==> src/rtl/ps2_mouse_tracker.sv <==
// PS/2 mouse receiver: deserialises 3-byte movement packets and tracks a
// saturated cursor position plus button levels on a fixed-size canvas.
module ps2_mouse_tracker #(
  parameter int CANVAS_WIDTH   = 360,
  parameter int CANVAS_HEIGHT  = 720,
  parameter int INVERT_Y       = 1,
  parameter int TIMEOUT_CYCLES = 100000
) (
  input  logic                             clk_in,
  input  logic                             rst_in,
  input  logic                             clk_ps2_raw,
  input  logic                             ps2_data,
  output logic [$clog2(CANVAS_WIDTH)-1:0]  mouse_x,
  output logic [$clog2(CANVAS_HEIGHT)-1:0] mouse_y,
  output logic                             btn_left,
  output logic                             btn_right,
  output logic                             btn_middle,
  output logic                             click,
  output logic                             pkt_valid,
  output logic                             err_frame
);
  localparam int XW   = $clog2(CANVAS_WIDTH);
  localparam int YW   = $clog2(CANVAS_HEIGHT);
  localparam int MW   = (XW > YW) ? XW : YW;
  localparam int SW   = ((MW > 9) ? MW : 9) + 2;
  localparam int CNTW = $clog2(TIMEOUT_CYCLES + 1);
  localparam logic [CNTW-1:0]      TIMEOUT_CNT = CNTW'(TIMEOUT_CYCLES);
  localparam logic signed [SW-1:0] ZERO_S      = '0;
  localparam logic signed [SW-1:0] X_MAX_S     = SW'(CANVAS_WIDTH - 1);
  localparam logic signed [SW-1:0] Y_MAX_S     = SW'(CANVAS_HEIGHT - 1);

  typedef enum logic [1:0] {ST_IDLE, ST_DATA, ST_PARITY, ST_STOP} state_e;

  function automatic logic odd_parity(input logic [7:0] d, input logic p);
    odd_parity = ^{d, p};
  endfunction

  function automatic logic signed [SW-1:0] sat(input logic signed [SW-1:0] v,
                                               input logic signed [SW-1:0] hi);
    if (v < ZERO_S) sat = ZERO_S;
    else if (v > hi) sat = hi;
    else sat = v;
  endfunction

  logic [1:0]      clk_sync_q, data_sync_q;
  logic            clk_prev_q;
  state_e          state_q, state_d;
  logic [2:0]      bit_cnt_q, bit_cnt_d;
  logic [7:0]      shift_q, shift_d;
  logic            par_q, par_d;
  logic [1:0]      byte_idx_q, byte_idx_d;
  logic [6:0]      status_q, status_d;   // {y_ovf, x_ovf, y_sign, x_sign, mid, right, left}
  logic [7:0]      dx_q, dx_d;
  logic [CNTW-1:0] idle_cnt_q, idle_cnt_d;
  logic [XW-1:0]   mouse_x_q, mouse_x_d;
  logic [YW-1:0]   mouse_y_q, mouse_y_d;
  logic            btn_left_q, btn_left_d, btn_right_q, btn_right_d, btn_middle_q, btn_middle_d;
  logic            click_q, click_d, pkt_valid_q, pkt_valid_d, err_frame_q, err_frame_d;

  logic            fall_s, timeout_s, bit_s;
  logic [8:0]      dx9_s, dy9_s;
  logic signed [SW-1:0] x_ext_s, y_ext_s, dx_ext_s, dy_ext_s, x_sum_s, y_sum_s;

  assign fall_s    = clk_prev_q & ~clk_sync_q[1];
  assign bit_s     = data_sync_q[1];
  assign timeout_s = (idle_cnt_q == TIMEOUT_CNT) && ((state_q != ST_IDLE) || (byte_idx_q != 2'd0));

  // Byte 2 (dy) is still in the shift register when its stop bit arrives.
  assign dx9_s    = status_q[5] ? 9'd0 : {status_q[3], dx_q};
  assign dy9_s    = status_q[6] ? 9'd0 : {status_q[4], shift_q};
  assign x_ext_s  = $signed({{(SW-XW){1'b0}}, mouse_x_q});
  assign y_ext_s  = $signed({{(SW-YW){1'b0}}, mouse_y_q});
  assign dx_ext_s = $signed({{(SW-9){dx9_s[8]}}, dx9_s});
  assign dy_ext_s = $signed({{(SW-9){dy9_s[8]}}, dy9_s});
  assign x_sum_s  = x_ext_s + dx_ext_s;
  assign y_sum_s  = (INVERT_Y != 0) ? (y_ext_s - dy_ext_s) : (y_ext_s + dy_ext_s);

  // Frame deserialiser, packet assembly, idle timeout and output update.
  always_comb begin
    state_d      = state_q;
    bit_cnt_d    = bit_cnt_q;
    shift_d      = shift_q;
    par_d        = par_q;
    byte_idx_d   = byte_idx_q;
    status_d     = status_q;
    dx_d         = dx_q;
    idle_cnt_d   = idle_cnt_q;
    mouse_x_d    = mouse_x_q;
    mouse_y_d    = mouse_y_q;
    btn_left_d   = btn_left_q;
    btn_right_d  = btn_right_q;
    btn_middle_d = btn_middle_q;
    click_d      = 1'b0;
    pkt_valid_d  = 1'b0;
    err_frame_d  = 1'b0;
    if (fall_s) begin
      idle_cnt_d = '0;
      case (state_q)
        ST_IDLE: begin
          bit_cnt_d = 3'd0;
          if (!bit_s) state_d = ST_DATA;
          else state_d = ST_IDLE;
        end
        ST_DATA: begin
          shift_d = {bit_s, shift_q[7:1]};
          if (bit_cnt_q == 3'd7) state_d = ST_PARITY;
          else bit_cnt_d = bit_cnt_q + 3'd1;
        end
        ST_PARITY: begin
          par_d   = bit_s;
          state_d = ST_STOP;
        end
        ST_STOP: begin
          state_d = ST_IDLE;
          if (!odd_parity(shift_q, par_q) || !bit_s) begin
            err_frame_d = 1'b1;
            byte_idx_d  = 2'd0;
          end else begin
            case (byte_idx_q)
              2'd0: begin
                if (shift_q[3]) begin
                  status_d   = {shift_q[7:4], shift_q[2:0]};
                  byte_idx_d = 2'd1;
                end else begin
                  err_frame_d = 1'b1;
                  byte_idx_d  = 2'd0;
                end
              end
              2'd1: begin
                dx_d       = shift_q;
                byte_idx_d = 2'd2;
              end
              2'd2: begin
                byte_idx_d   = 2'd0;
                mouse_x_d    = XW'(sat(x_sum_s, X_MAX_S));
                mouse_y_d    = YW'(sat(y_sum_s, Y_MAX_S));
                btn_left_d   = status_q[0];
                btn_right_d  = status_q[1];
                btn_middle_d = status_q[2];
                click_d      = status_q[0] & ~btn_left_q;
                pkt_valid_d  = 1'b1;
              end
              default: byte_idx_d = 2'd0;
            endcase
          end
        end
        default: state_d = ST_IDLE;
      endcase
    end else if (timeout_s) begin
      state_d    = ST_IDLE;
      byte_idx_d = 2'd0;
      idle_cnt_d = '0;
    end else if (idle_cnt_q != TIMEOUT_CNT) begin
      idle_cnt_d = idle_cnt_q + CNTW'(1);
    end else begin
      idle_cnt_d = idle_cnt_q;
    end
  end

  // State and output registers; synchronisers idle high like the PS/2 bus.
  always_ff @(posedge clk_in or negedge rst_in) begin
    if (!rst_in) begin
      clk_sync_q   <= 2'b11;
      data_sync_q  <= 2'b11;
      clk_prev_q   <= 1'b1;
      state_q      <= ST_IDLE;
      bit_cnt_q    <= 3'd0;
      shift_q      <= 8'd0;
      par_q        <= 1'b0;
      byte_idx_q   <= 2'd0;
      status_q     <= 7'd0;
      dx_q         <= 8'd0;
      idle_cnt_q   <= '0;
      mouse_x_q    <= XW'(CANVAS_WIDTH / 2);
      mouse_y_q    <= YW'(CANVAS_HEIGHT / 2);
      btn_left_q   <= 1'b0;
      btn_right_q  <= 1'b0;
      btn_middle_q <= 1'b0;
      click_q      <= 1'b0;
      pkt_valid_q  <= 1'b0;
      err_frame_q  <= 1'b0;
    end else begin
      clk_sync_q   <= {clk_sync_q[0], clk_ps2_raw};
      data_sync_q  <= {data_sync_q[0], ps2_data};
      clk_prev_q   <= clk_sync_q[1];
      state_q      <= state_d;
      bit_cnt_q    <= bit_cnt_d;
      shift_q      <= shift_d;
      par_q        <= par_d;
      byte_idx_q   <= byte_idx_d;
      status_q     <= status_d;
      dx_q         <= dx_d;
      idle_cnt_q   <= idle_cnt_d;
      mouse_x_q    <= mouse_x_d;
      mouse_y_q    <= mouse_y_d;
      btn_left_q   <= btn_left_d;
      btn_right_q  <= btn_right_d;
      btn_middle_q <= btn_middle_d;
      click_q      <= click_d;
      pkt_valid_q  <= pkt_valid_d;
      err_frame_q  <= err_frame_d;
    end
  end

  assign mouse_x    = mouse_x_q;
  assign mouse_y    = mouse_y_q;
  assign btn_left   = btn_left_q;
  assign btn_right  = btn_right_q;
  assign btn_middle = btn_middle_q;
  assign click      = click_q;
  assign pkt_valid  = pkt_valid_q;
  assign err_frame  = err_frame_q;
endmodule

==> config.mk <==
export PLATFORM = sky130hd
export DESIGN_NAME = ps2_mouse_tracker
export DESIGN_NICKNAME = d
export VERILOG_FILES = /design/src/rtl/ps2_mouse_tracker.sv
export SDC_FILE = /design/constraint.sdc
export NUM_CORES = 1
export LEC_CHECK = 0
export CAP_MARGIN = 0
export CORE_MARGIN = 10
export CORE_UTILIZATION = 40
export CTS_CLUSTER_DIAMETER = 200
export CTS_CLUSTER_SIZE = 24
export DETAILED_ROUTE_END_ITERATION = 6
export HOLD_SLACK_MARGIN = 0.05
export SKIP_LAST_GASP = 1
export SYNTH_ARGS = -nofsm -noshare
export SYNTH_HDL_FRONTEND = slang
export SYNTH_SLANG_ARGS = --single-unit
==> constraint.sdc <==
create_clock -name clk_in -period 3.6 [get_ports clk_in]
set_clock_uncertainty 0.05 [all_clocks]
set_input_delay 0.36 -clock clk_in [delete_from_list [all_inputs] [get_ports clk_in]]
set_output_delay 0.36 -clock clk_in [all_outputs]
set_load 0.01 [all_outputs]
==> results of run 1 <==
[sequential cells by signal, indices dropped and copies added, names as in the netlist, 2 cells and up]
signal,count
mouse_x,9
byte_idx_q,2
status_q,7
idle_cnt_q,17
dx_q,8
shift_q,8
data_sync_q,2
bit_cnt_q,3
state_q,2
mouse_y,10
clk_sync_q,2
[routing by layer]
layer / vias up / GRT usage (%) / share of wire, %
li1: 1855 / - / -
met1: 1857 / 17.74 / 47
met2: 80 / 21.25 / 48
met3: 10 / 2.718 / 4.1
met4: 0 / 4.186 / 1.1
met5: - / 0 / 0
[synth_stat cells, types with 13 or more instances]
| master | instances |
|---|---|
| nand2b_1 | 14 |
| a21oi_1 | 19 |
| nand2_1 | 52 |
| o21ai_0 | 24 |
| dfrtp_1 | 65 |
| mux2_2 | 26 |
| nor2_1 | 32 |
| ha_1 | 30 |
| nand3_1 | 14 |
| xnor2_1 | 16 |
| inv_1 | 18 |
| nor2b_1 | 16 |
| dfstp_2 | 13 |
[cells in the final DEF, fill, tap and decap left out, types with 4 or more instances in the layout]
cell / n
dfrtp_1: 65
nand2_1: 52
nor2_1: 32
ha_1: 30
clkdlybuf4s50_1: 27
mux2_2: 26
o21ai_0: 24
a21oi_1: 19
inv_1: 18
nor2b_1: 16
xnor2_1: 16
nand2b_1: 14
nand3_1: 14
dfstp_2: 13
xor2_1: 12
nand4_1: 10
a22o_1: 9
clkbuf_16: 9
nor3_1: 8
and2_1: 7
or3_1: 7
a21o_1: 7
a211oi_1: 7
a31oi_1: 7
nor4_1: 4
o31ai_1: 4
[stage by stage]
step / setup WS (ps) / cell area (um^2) / std cells
floorplan: 905.4 / 4870 / 496
global placement: 522.9 / 5286 / 659
detailed placement: 452.5 / 5286 / 659
CTS: 438.7 / 5610 / 675
global route: 132.8 / 5610 / 675
finish: 427.5 / 5610 / 675
[critical path: cells and delay by family (launching register included)]
kind / cells / cell delay [ps]
buffers and inverters: 1 / 60
adders and majority gates: 2 / 640
and+or+nand+nor: 1 / 150
DFF: 1 / 450
AOI/OAI and AO/OA: 7 / 1690
[power breakdown]
group | internal (mW) | leakage, nW | switching, mW | total (mW)
Clock | 0.628 | 0.156 | 0.359 | 0.987
Combinational | 0.430 | 1.43 | 0.533 | 0.964
Sequential | 0.951 | 1.03 | 0.105 | 1.06
Total | 2.01 | 2.62 | 0.998 | 3.01
[worst paths after layout]
kind	from	end	depth (start not counted)	slack [ps]
min in group clk_in	data_sync_q[0]$_DFF_PN1_	data_sync_q[1]$_DFF_PN1_	0	310
worst min-delay path	rst_in	bit_cnt_q[2]$_DFFE_PN0P_	1	130
worst max-delay path	status_q[6]$_DFFE_PN0P_	mouse_y[2]$_DFFE_PN0P_	11	430
worst min register to register	data_sync_q[0]$_DFF_PN1_	data_sync_q[1]$_DFF_PN1_	0	310
max in group asynchronous	rst_in	btn_left$_DFFE_PN0P_	1	2720
worst max register to register	status_q[6]$_DFFE_PN0P_	mouse_y[2]$_DFFE_PN0P_	11	430
[final cells by class]
class | count | area (um^2)
tap | 147 | 183.9
clock buffer | 11 | 242.7
multi-input combinational | 386 | 2778
clock inverter | 5 | 81.33
fill | 1117 | 6351
inverter | 19 | 71.32
timing repair buffer | 29 | 285.3
sequential | 78 | 1968
[kinds of logic (layout without fill, tap and decap cells)]
group	Yosys count	count (layout)	share of synthesized area (%)
XOR/XNOR	30	30	5.832
AO/OA/AOI/OAI	116	116	16.78
flip-flops	78	78	40.42
AND/OR/NAND/NOR	180	180	19.48
buffers and inverters	32	64	2.543
adder cells (fa/ha/maj)	32	32	8.530
multiplexers	28	28	6.423
==> flow_summary.json, run 1 <==
{
  "status": "completed",
  "ys_seq_area_share_pct": 40.42,
  "die_y_um": 130.3,
  "start_kind": "register",
  "hpwlAfterDp_um": 7939,
  "synth.area.top_cells": "dfrtp_1 (33%), ha_1 (7.7%), dfstp_2 (7.0%)",
  "synth_edf_count": 0,
  "crit_fanout": 10,
  "via_per_inst": 5.633,
  "layout.nets": 559,
  "grt_pass1_wl_um": 18410,
  "postCtsSetupBuffers": 0,
  "insertion_delay_ps": 330,
  "cts_made_buffers": 9,
  "timing.slew.headroom_pct": 34.82,
  "power_density_nw_per_um2": 536.0,
  "port_buffers": 28,
  "cap_violations": 0,
  "grt_usage_pct": 13.32,
  "tns_ps": 0,
  "synth_nets": 532,
  "syn_avg_cell_area_um2": 9.818,
  "cpPeakStageDelay_ps": 460,
  "worst_pin_slew_ps": 977.6,
  "synth_area_um2": 4870,
  "drtIter0Drc": 372,
  "h-tree-depth": 3,
  "cts.sinks": 78,
  "synth.distinct_cells": 64,
  "die_w_um": 130.3,
  "max_freq_mhz": 315.2,
  "rsz0062_at_grt": "false",
  "grt_pass1_vias": 3672,
  "ctsHoldBuffers": 0,
  "p_leak_nw": 2.618,
  "hold_violations": 0,
  "setup_violations": 0,
  "die_area_um2": 16990,
  "ys_async_sr_fraction_pct": 100.0,
  "syn_to_final_growth_pct": 15.21,
  "cts_buffer_depth": 2,
  "synth_area_leader_cell": "dfrtp_1",
  "routed_wl_um": 11020,
  "cts_tree": "yes",
  "syn_inst": 496,
  "clk_pin_slew_ps": 60,
  "synth-seq-cells": 78,
  "totalPowerFinal_mw": 3.007,
  "num_antenna_cells": 0,
  "cts-resized-gates": 0,
  "path_cells": "nor2b_1 -> ha_1 -> inv_1 -> fa_1 -> a21o_1 -> a21oi_1 -> o21ai_0 -> a211oi_1 -> o22ai_2 -> a211oi_1 -> o21ai_0",
  "drive_gt1_share_pct": 13.07,
  "via_count": 3802,
  "peakVddDrop_v": 0.0002586,
  "drc": 0,
  "overflow": 0,
  "hp-class": "in -> async",
  "end_kind": "register",
  "crit_arrival_ps": 3320,
  "start_util_pct": 40.71,
  "synth_ff_type": "dfrtp_1",
  "detail_route.first_pass.iterations": 4,
  "fin_crit_ps": 3173,
  "fp-row-count": 40,
  "io-pin-count": 29,
  "finish.utilization_pct": 46.90,
  "final_max_slew_viol_count": 0,
  "worst_path_max_delay_cell": "fa_1",
  "antenna_left": 0,
  "root_buffer": "clkbuf_16",
  "synth_top_area_share_pct": 33.40,
  "grt_start_max_net_pins": 79,
  "crit_type": "reg -> reg",
  "cp.required_ps": 3750,
  "coreArea_um2": 11960,
  "post-route-period-util_pct": 88.13,
  "fin_hold_ws_ps": 125.0,
  "antenna_found_initial": 0,
  "gp_congestion": 0.8586,
  "wl_per_cell_um": 16.32,
  "ys_warn_count": 0
}
Power figures use the tool's default switching activity.
==> inputs of run 2 (changes only) <==
Settings changed: CAP_MARGIN 0 to unset, CORE_MARGIN 10 to unset.
==> run 2 against run 1 <==
The flow now finishes with violations (design-rule violations). Utilization is 0.97 points higher. Via count fell by 0.95%. Sequential power barely moved. Clock-buffer cell count unchanged. Sequential cell count did not move. Total power fell by 3.2%. Maximum frequency grew 1.2%. Critical path depth is the same. Sequential share of layout area up 0.17 points. Design area decreased by 0.49%. Non-clock buffer count unchanged. Die area decreased by 26%. Critical path type unchanged. Largest cell class unchanged.
==> flow_summary.json, run 2 (same netlist as run 1, synthesis figures left out) <==
{
  "status": "finished with violations",
  "violations": "design-rule violations",
  "rsz0062_at_grt": "false",
  "overflow": 0,
  "drtIter0Drc": 198,
  "cp.required_ps": 3750,
  "layout.nets": 559,
  "fin_crit_ps": 3134,
  "gp_congestion": 0.8740,
  "largest_register_ffs": 17,
  "root_buffer": "clkbuf_16",
  "max_freq_mhz": 319.1,
  "die_w_um": 112.3,
  "layout.cells.non_filler": 671,
  "grt_start_max_net_pins": 79,
  "drc": 2,
  "finish.utilization_pct": 47.87,
  "p_sw_uw": 975.7,
  "final_cell_mix": "dfrtp_1 (65), nand2_1 (52), nor2_1 (32), ha_1 (30), clkdlybuf4s50_1 (27)",
  "detail_route.first_pass.iterations": 6,
  "p_leak_nw": 2.604,
  "hold_violations": 0,
  "ctsHoldBuffers": 0,
  "hpwlAfterDp_um": 7788,
  "cts.sinks": 78,
  "cts_made_buffers": 9,
  "pwr-share-clk_pct": 31.1,
  "num-fill-cells": 1117,
  "antenna_found_initial": 0,
  "fin_hold_ws_ps": 109.6,
  "cap_violations": 0,
  "die_area_um2": 12620,
  "fp-row-count": 39,
  "cts-resized-gates": 0,
  "cts_buffer_depth": 2,
  "wl_per_cell_um": 16.09,
  "syn_to_final_growth_pct": 14.65,
  "regArea_um2": 1968,
  "start_kind": "register",
  "insertion_delay_ps": 330,
  "cts_tree": "yes",
  "routed_wl_um": 10800,
  "setup_violations": 0,
  "end_kind": "register",
  "port_buffers": 28,
  "totalPowerFinal_mw": 2.912,
  "p_int_mw": 1.936,
  "die_y_um": 112.3,
  "grt_pass1_vias": 3646,
  "p_seq_share_pct": 36.3,
  "drive_gt1_share_pct": 13.07,
  "power_density_nw_per_um2": 521.6,
  "num_antenna_cells": 0,
  "timing.slew.headroom_pct": 33.98,
  "postCtsSetupBuffers": 0,
  "final_common_cell": "dfrtp_1",
  "peakVddDrop_v": 0.0002698,
  "top_register": "idle_cnt_q",
  "grt_usage_pct": 18.02,
  "antenna_left": 0,
  "worst_pin_slew_ps": 990.2,
  "multi_input_area_um2": 2778,
  "reg2regPathDepth": 11,
  "crit_fanout": 6,
  "tns_ps": 0,
  "h-tree-depth": 3,
  "via_count": 3766,
  "post-route-period-util_pct": 87.06,
  "place_inst": 655,
  "p_comb_share_pct": 32.6,
  "hp-class": "in -> async",
  "grt_pass1_wl_um": 18240,
  "clk_pin_slew_ps": 60,
  "final_max_slew_viol_count": 0,
  "crit_type": "reg -> reg",
  "coreArea_um2": 11660,
  "start_util_pct": 41.76,
  "switching_share_pct": 33.51,
  "io-pin-count": 29,
  "via_per_inst": 5.613,
  "crit_arrival_ps": 3280
}
run 2: worst paths after layout:
path                                         startpoint                        to  slack, ps
worst max register to register   shift_q[0]$_DFFE_PN0P_    mouse_y[0]$_DFFE_PN0P_        470
min in group clk_in             clk_sync_q[0]$_DFF_PN1_   clk_sync_q[1]$_DFF_PN1_        300
worst min register to register  clk_sync_q[0]$_DFF_PN1_   clk_sync_q[1]$_DFF_PN1_        300
worst max-delay path             shift_q[0]$_DFFE_PN0P_    mouse_y[0]$_DFFE_PN0P_        470
worst min-delay path                             rst_in  bit_cnt_q[1]$_DFFE_PN0P_        110
max in group asynchronous                        rst_in    mouse_x[3]$_DFFE_PN0P_       2710
run 2: through the flow:
step	setup WS, ps	cell area (um^2)
global placement	557.1	5281
detailed placement	489.1	5281
global route	221.5	5583
finish	466.0	5583
CTS	473.0	5583
floorplan	905.4	4870
run 2: power by group through the flow:
stage               sequential (mW)  clock, mW  combinational, mW
global placement               1.07          0              0.933
finish                         1.06      0.905              0.951
floorplan                      1.03          0              0.783
global route                   1.07      0.966               1.05
detailed placement             1.07          0              0.945
CTS                            1.06      0.927              0.947
run 2: layer usage:
layer	wire length [um]	vias to the layer above	global-route usage (%)	share of wire [%]
li1	-	1848	-	-
met1	5399	1852	25.40	50
met2	5017	62	28.78	46
met3	306	4	2.916	2.8
met4	73	0	4.978	0.68
met5	0	-	0	0
run 2: cell type report:
class,instances,share of cell area [%]
clock inverter,5,1.053
sequential,78,35.25
timing repair buffer,29,5.110
tap,143,3.205
clock buffer,11,4.348
inverter,19,1.277
multi-input combinational,386,49.75
run 2: critical path, stage by stage (launching register included):
cell	delay [ps]
dfrtp_1	450
nor2b_1	180
ha_1	180
inv_1	50
fa_1	450
a21o_1	230
a21oi_1	290
o21ai_0	150
a211oi_1	360
o22ai_2	220
a21oi_2	250
o221ai_1	150
